$ cat config.mk
export PLATFORM = sky130hd
export DESIGN_NAME = equation_arbiter
export DESIGN_NICKNAME = d
export VERILOG_FILES = /design/src/rtl/equation_arbiter.sv
export SDC_FILE = /design/constraint.sdc
export NUM_CORES = 1
export LEC_CHECK = 0
export CAP_MARGIN = 20
export CORE_MARGIN = 1.5
export CORE_UTILIZATION = 30
export CTS_CLUSTER_SIZE = 24
export DETAILED_ROUTE_END_ITERATION = 10
export PLACE_DENSITY = 0.59
export RECOVER_POWER = 50
export SYNTH_ARGS = -nofsm -noshare
export SYNTH_HDL_FRONTEND = slang
export SYNTH_SLANG_ARGS = --single-unit
export TNS_END_PERCENT = 10
$ cat constraint.sdc
create_clock -name clk -period 1.5 [get_ports clk]
set_clock_uncertainty 0.2 [all_clocks]
set_input_delay 0.15 -clock clk [delete_from_list [all_inputs] [get_ports clk]]
set_output_delay 0.15 -clock clk [all_outputs]
set_load 0.01 [all_outputs]
$ cat src/rtl/equation_arbiter.sv
// Round-robin front end that time-shares one external equation datapath
// between NUM_REQ requesters and returns tagged results on one response channel.
module equation_arbiter #(
  parameter int unsigned NUM_REQ = 4,
  parameter int unsigned XW      = 2,
  parameter int unsigned YW      = 4,
  parameter int unsigned ZW      = 5,
  parameter int unsigned IDW     = 2
) (
  input  logic                  clk,
  input  logic                  rst_n,
  input  logic [NUM_REQ-1:0]    req_valid,
  output logic [NUM_REQ-1:0]    req_ready,
  input  logic [NUM_REQ*XW-1:0] req_x,
  input  logic [NUM_REQ*YW-1:0] req_y,
  output logic [XW-1:0]         eq_x,
  output logic [YW-1:0]         eq_y,
  input  logic [ZW-1:0]         eq_z,
  output logic                  rsp_valid,
  input  logic                  rsp_ready,
  output logic [IDW-1:0]        rsp_id,
  output logic [ZW-1:0]         rsp_z,
  output logic                  busy,
  output logic [15:0]           done_cnt
);

  localparam int unsigned CNTW = 16;

  typedef enum logic [1:0] {IDLE, ISSUE, RESP} state_t;

  state_t         state, state_nxt;
  logic [IDW-1:0] rr_ptr;
  logic [IDW-1:0] idx;
  logic [IDW-1:0] gnt_id;
  logic           gnt_found;
  logic [XW-1:0]  op_x;
  logic [YW-1:0]  op_y;
  logic [XW-1:0]  x_a [NUM_REQ];
  logic [YW-1:0]  y_a [NUM_REQ];

  for (genvar g = 0; g < int'(NUM_REQ); g++) begin : g_unpack
    assign x_a[g] = req_x[g*XW +: XW];
    assign y_a[g] = req_y[g*YW +: YW];
  end

  // First valid requester at or after rr_ptr, wrapping at NUM_REQ-1
  always_comb begin
    gnt_found = 1'b0;
    gnt_id    = '0;
    idx       = '0;
    for (int k = 0; k < int'(NUM_REQ); k++) begin
      idx = IDW'((32'(rr_ptr) + 32'(k)) % NUM_REQ);
      if (!gnt_found && req_valid[idx]) begin
        gnt_found = 1'b1;
        gnt_id    = idx;
      end
    end
  end

  always_ff @(posedge clk) begin
    if (!rst_n) state <= IDLE;
    else        state <= state_nxt;
  end

  always_comb begin
    state_nxt = state;
    req_ready = '0;
    unique case (state)
      IDLE: begin
        if (gnt_found) begin
          req_ready = rst_n ? (NUM_REQ'(1) << gnt_id) : '0;
          state_nxt = ISSUE;
        end
      end
      ISSUE:   state_nxt = RESP;
      RESP:    if (rsp_ready) state_nxt = IDLE;
      default: state_nxt = IDLE;
    endcase
  end

  // Operand latch, result capture, rotation pointer and completion count
  always_ff @(posedge clk) begin
    if (!rst_n) begin
      rr_ptr   <= '0;
      op_x     <= '0;
      op_y     <= '0;
      rsp_z    <= '0;
      rsp_id   <= '0;
      done_cnt <= '0;
    end else begin
      if (state == IDLE && gnt_found) begin
        op_x   <= x_a[gnt_id];
        op_y   <= y_a[gnt_id];
        rsp_id <= gnt_id;
      end
      if (state == ISSUE) rsp_z <= eq_z;
      if (state == RESP && rsp_ready) begin
        done_cnt <= done_cnt + CNTW'(1);
        rr_ptr   <= (rsp_id == IDW'(NUM_REQ - 1)) ? '0 : rsp_id + IDW'(1);
      end
    end
  end

  assign eq_x      = op_x;
  assign eq_y      = op_y;
  assign rsp_valid = (state == RESP);
  assign busy      = (state != IDLE);

endmodule

-- Word level (Yosys, flattened, before mapping)
Index checks and enable logic that the tools add are counted.
- logic and storage cells: 64
- register bits after elaboration: 33
- output and inout port bits: 35
- input port bits: 36
- order comparisons: 5
- $add $sub $neg: 5
- reduce and logical (&&, ||, !) cells: 11
- bitwise logic cells: 1
- shifts and indexed selects: 1
- mux-type cells: 29
- equality and inequality tests: 5
- operators by type and width (cell ; number):
    two-way mux 4 bit ; 5
    two-way mux 2 bit ; 9
    adder 16 x 1 -> 16 bit, second input constant ; 1
    < comparator 2 x 3 -> 1 bit, second input constant ; 4
    binary-select mux 1 bit (select 2 bit) ; 4
    binary-select mux 4 bit (select 2 bit) ; 1
    two-way mux 1 bit ; 8
    case mux 2 bit (3 select lines) ; 1
    logical AND 1 bit ; 5
    adder 2 x 1 -> 2 bit, second input constant ; 2
    adder 2 bit, second input constant ; 2
    binary-select mux 2 bit (select 2 bit) ; 1
    equality test 2 bit, second input constant ; 2
    left shift 1 x 2 -> 4 bit, first input constant ; 1
    greater-or-equal comparator 3 bit, second input constant ; 1
    zero test 1 bit ; 3
    inverter 2 -> 3 bit ; 1
    equality test 2 x 1 -> 1 bit, second input constant ; 1
    zero test 2 bit ; 1
    inequality test 2 x 1 -> 1 bit, second input constant ; 1
    inequality test 2 bit, second input constant ; 1
    AND reduction 2 bit ; 1
    nonzero test 2 bit ; 1

-- Logic depth before layout (Yosys ltp)
Gate-level depths: netlist (run 1).
- word-level depth: 16
- mapped depth: 6
- depth with buffers taken out: 5

-- Worst setup path after synthesis (run 1)
OpenSTA, ideal clock, no wires.
- path type: register -> register
- start point: reg done_cnt[3]
- end point: reg done_cnt[12]
- period minus slack after synthesis: 1.598 ns
- data required time: 1.185 ns
- buffers on the path: 0
- library setup time: 0.115 ns
- arrival time: 1.283 ns
- stages on the path, launching flop included: 6
- setup slack: -0.098 ns
- cell sequence: dfxtp_1 > and3_2 > nand4_4 > nor3_2 > xor2_1 > and2_1
- longest elaborated chain between the ends: 1
- RTL lines (item ; line ; RTL):
    from (decl) ; 24 ; output logic [15:0] done_cnt
    from (signal assigned) ; 98 ; done_cnt <= done_cnt + CNTW'(1);
    adder 16 x 1 -> 16 bit ; 98 ;
Every way passes these cells.
A chain may end at the register's enable or synchronous reset.

-- Worst setup path after layout (run 1)
- start point: reg rr_ptr[0]
- end point: out req_ready[1]
- longest elaborated chain between the ends: 16
- elaborated cells between the ends (all ways): 29
- classes of those cells: 3 x add/sub; 1 x shift; 19 x mux; 6 x reduce/logical
- RTL lines (item ; line ; RTL):
    from (decl) ; 32 ; logic [IDW-1:0] rr_ptr;
    from (signal assigned) ; 99 ; rr_ptr <= (rsp_id == IDW'(NUM_REQ - 1)) ? '0 : rsp_id + IDW'(1);
    branches (longest 14 deep; another with adder 2 x 1 -> 2 bit) ; - ;
    two-way mux 4 bit (*) ; 70 ; if (gnt_found) begin
    two-way mux 4 bit (*) ; 68 ; unique case (state)
    to (decl) ; 13 ; output logic [NUM_REQ-1:0] req_ready,
Every way passes the cells marked *. The select of a mux whose other input is x is not followed.

==> results of run 1 <==
## cells by family after synthesis
family / synth area share [%]
adder cells (fa/ha/maj): 1.41
buffers and inverters: 3.66
AO/OA/AOI/OAI: 13.0
flip-flops: 37.2
XOR/XNOR: 5.43
AND/OR/NAND/NOR: 31.9
multiplexers: 7.33
## sequential cells by signal, indices dropped and copies added, names as in the netlist
name      cells
state         2
eq_y          4
rsp_id        2
eq_x          2
rsp_z         5
done_cnt     16
rr_ptr        2
## worst register-to-register path, delay by kind of cell (launching register included)
kind            cells  cell delay, ns
flops               1            0.34
simple gates        3            0.65
compound gates      1            0.15
buf+inv             2            0.28
## cells in the mapped netlist (3+ instances only)
cell type  number  area, µm²
and2_1         13       81.3
nand3_1        12       60.1
clkbuf_1        5       18.8
xor2_1          6       52.6
o21ai_1        10       50.1
nor2_1          4       15.0
o211ai_1        6       45.0
mux2i_1        13        130
xnor2_1         5       43.8
a21boi_1       12       90.1
nor2b_1        14       87.6
or3_1           4       25.0
nand2_1        10       37.5
nor3_2          5       50.1
nand2b_1        3       18.8
inv_1           3       11.3
and3_1          7       43.8
dfxtp_1        33        661
## final cells by class
| class | instances | area, µm² |
|---|---|---|
| inverter | 4 | 15.0 |
| tap | 72 | 90.1 |
| timing repair buffer | 102 | 890 |
| multi-input combinational | 145 | 1160 |
| sequential | 33 | 671 |
| clock buffer | 8 | 80.1 |
| fill | 574 | 2700 |
## where the power goes
part | switching (mW) | leakage (nW) | internal [mW]
registers | 0.0292 | 0.272 | 0.924
clock network | 0.308 | 0.0395 | 0.329
logic | 0.212 | 1.03 | 0.286
total | 0.549 | 1.34 | 1.54
## repair_timing
action | in CTS | in global routing
resized for setup | 85 | 11
hold endpoints to repair | 0 | 0
gates cloned | 0 | 0
pin swaps | 21 | 1
setup endpoints to repair | 59 | 32
setup buffers | 2 | 0
## path summary, 6_finish.rpt
check | from | end | slack, ns | cells past startpoint
max | rr_ptr[0] | req_ready[1] | -0.31 | 5
min | req_valid[2] | state[0] | 0.22 | 4
max reg2reg | state[0] | done_cnt[5] | -0.19 | 6
min reg2reg | rr_ptr[1] | rr_ptr[1] | 0.28 | 2
## routing by layer
layer,vias to the layer above,global-route usage (%),routed length (µm)
li1,866,-,-
met4,0,5.17,66
met5,-,0,0
met1,780,17.6,2020
met2,43,23.4,2050
met3,6,4.23,259
==> key figures, run 1 <==
Status
  – Status: finished with violations
  – Failing checks: setup timing

Critical path
  – Crit path cell chain: nor2b_2 > o21ba_4 > nor4_4 > nor2b_2 > buf_2
  – Slowest stage delay, CP: roughly 0.36 ns
  – Cell family with most CP delay: simple AND/OR/NAND/NOR gates
  – Data arrival, critical path: 1.46 ns
  – CP Max Fanout: 3
  – Slowest CP cell: dfxtp_2
  – Critical Path Sink Type: output port
  – Critical Path Start Type: flip-flop
  – Buf/Inv on CP: 1
  – Critical path type: reg -> out
  – Most used cell, CP: nor2b_2
  – Worst path required time: approximately 1.2 ns

Timing
  – Fin Setup TNS: -2.87 ns
  – Final hold violation count: 0
  – Setup violators final: 22
  – Fin. max-slew vios: 0
  – Hold slack: 0.217 ns
  – Rel. slew slack: around three quarters
  – Maximum clock frequency: 552 MHz
  – RSZ-0062 raised after global routing: yes
  – Tcrit/Tclk final: 121%
  – Least-Margin Pin Slew: 0.378 ns
  – Final worst slack: -0.313 ns
  – Period minus WS final: approximately 1.8 ns

Synth
  – Post-Syn Nets: 229
  – Synthesized flop and latch total: 33
  – Synthesized cell area: ~1800 µm²
  – Ys async rst share: 0%
  – Syn avg cell area: ~9.3 µm²
  – Most used DFF post-synth: dfxtp_1
  – Count of cell types in the netlist: 39
  – Cells after synthesis: 191
  – Number of synthesized flops with an enable pin: 0
  – Ys Warns: 0
  – Register area share after synthesis: a little under two fifths

Die
  – Core ar.: 5610 µm²
  – Ports: 71
  – Initial core utilization: a little under a third
  – Rows: 27
  – Die ar.: between 6000 and 7000 µm²
  – Die width: between 70 and 80 µm
  – Die extent in y: 79.9 µm

Clocking
  – Root Driver: clkbuf_8
  – H-Tree Level Count: 2
  – Hold_buf cts: 0
  – CTS buffer count: 5
  – CTS clock-pin slew for the worst setup and hold paths: 0.06 ns
  – Clock latency on the worst-skew pair: 0.29 ns
  – CTS tree: yes
  – Sink Count: 33
  – Clk buf depth: 2

Pwr
  – Leak: ~1.3 nW
  – Power per cell area: 719 nW/µm²
  – Peak supply drop: between 0.0003 and 0.0004 V
  – Pwr Total: ~2.1 mW

Finish
  – Fin nets: around 330
  – Fin area: between 2000 and 3000 µm²
  – # diodes: 0
  – Commonest non-fill, non-tap cells in the layout: 32 x dlygate4sd2_1, 31 x clkdlybuf4s50_1, 27 x buf_4
  – Commonest non-fill, non-tap cell in the layout: dlygate4sd2_1
  – Post-layout util: about half
  – Layout area overhead: 63.7%
  – Fin cells: between 300 and 400
  – Share of layout cells above drive strength 1: roughly 29%

Placed design
  – GPL Wtd Cong: about 0.75
  – Placed cell count: approximately 350
  – Port Buffers: 70
  – DP Wirelength: 3340 µm
  – Cell Area, Placed: between 2000 and 3000 µm²
  – Post-Place Worst Slack: -0.835 ns

Worst hold path
  – Hold WC Path Type: in -> reg

Flow run
  – Max Cap Viol: 0

Global route
  – Total gr overflow: 0
  – Gr usage total: between 10 and 15%
  – Initial antenna violation count: 0
  – Largest net degree at the start of global routing: 33
  – Vias in the first global route: around 1,600
  – First-pass GRT wire length: ~7200 µm

Drt
  – Vias/cell: about 4.7
  – Remaining DRCs: 0
  – Vias post-DR: 1,695
  – Number of nets with antenna violations after routing: 0
  – Initial DRC count: 37
  – Pre-antenna DRT Iters: 4
  – Routed wire length: 4390 µm
  – DR WL/cell: between 10 and 15 µm
Power figures use the tool's default switching activity.
==> run 2: changes to the inputs <==
- ABC_AREA: not set -> 0
==> results of run 2 <==
The final DEF is identical to that of run 1; final timing and power are the same.
==> run 3: changes to the inputs <==
- CTS_CLUSTER_DIAMETER: not set -> 120
==> results of run 3 <==
The final DEF is identical to that of run 1; final timing and power are the same.
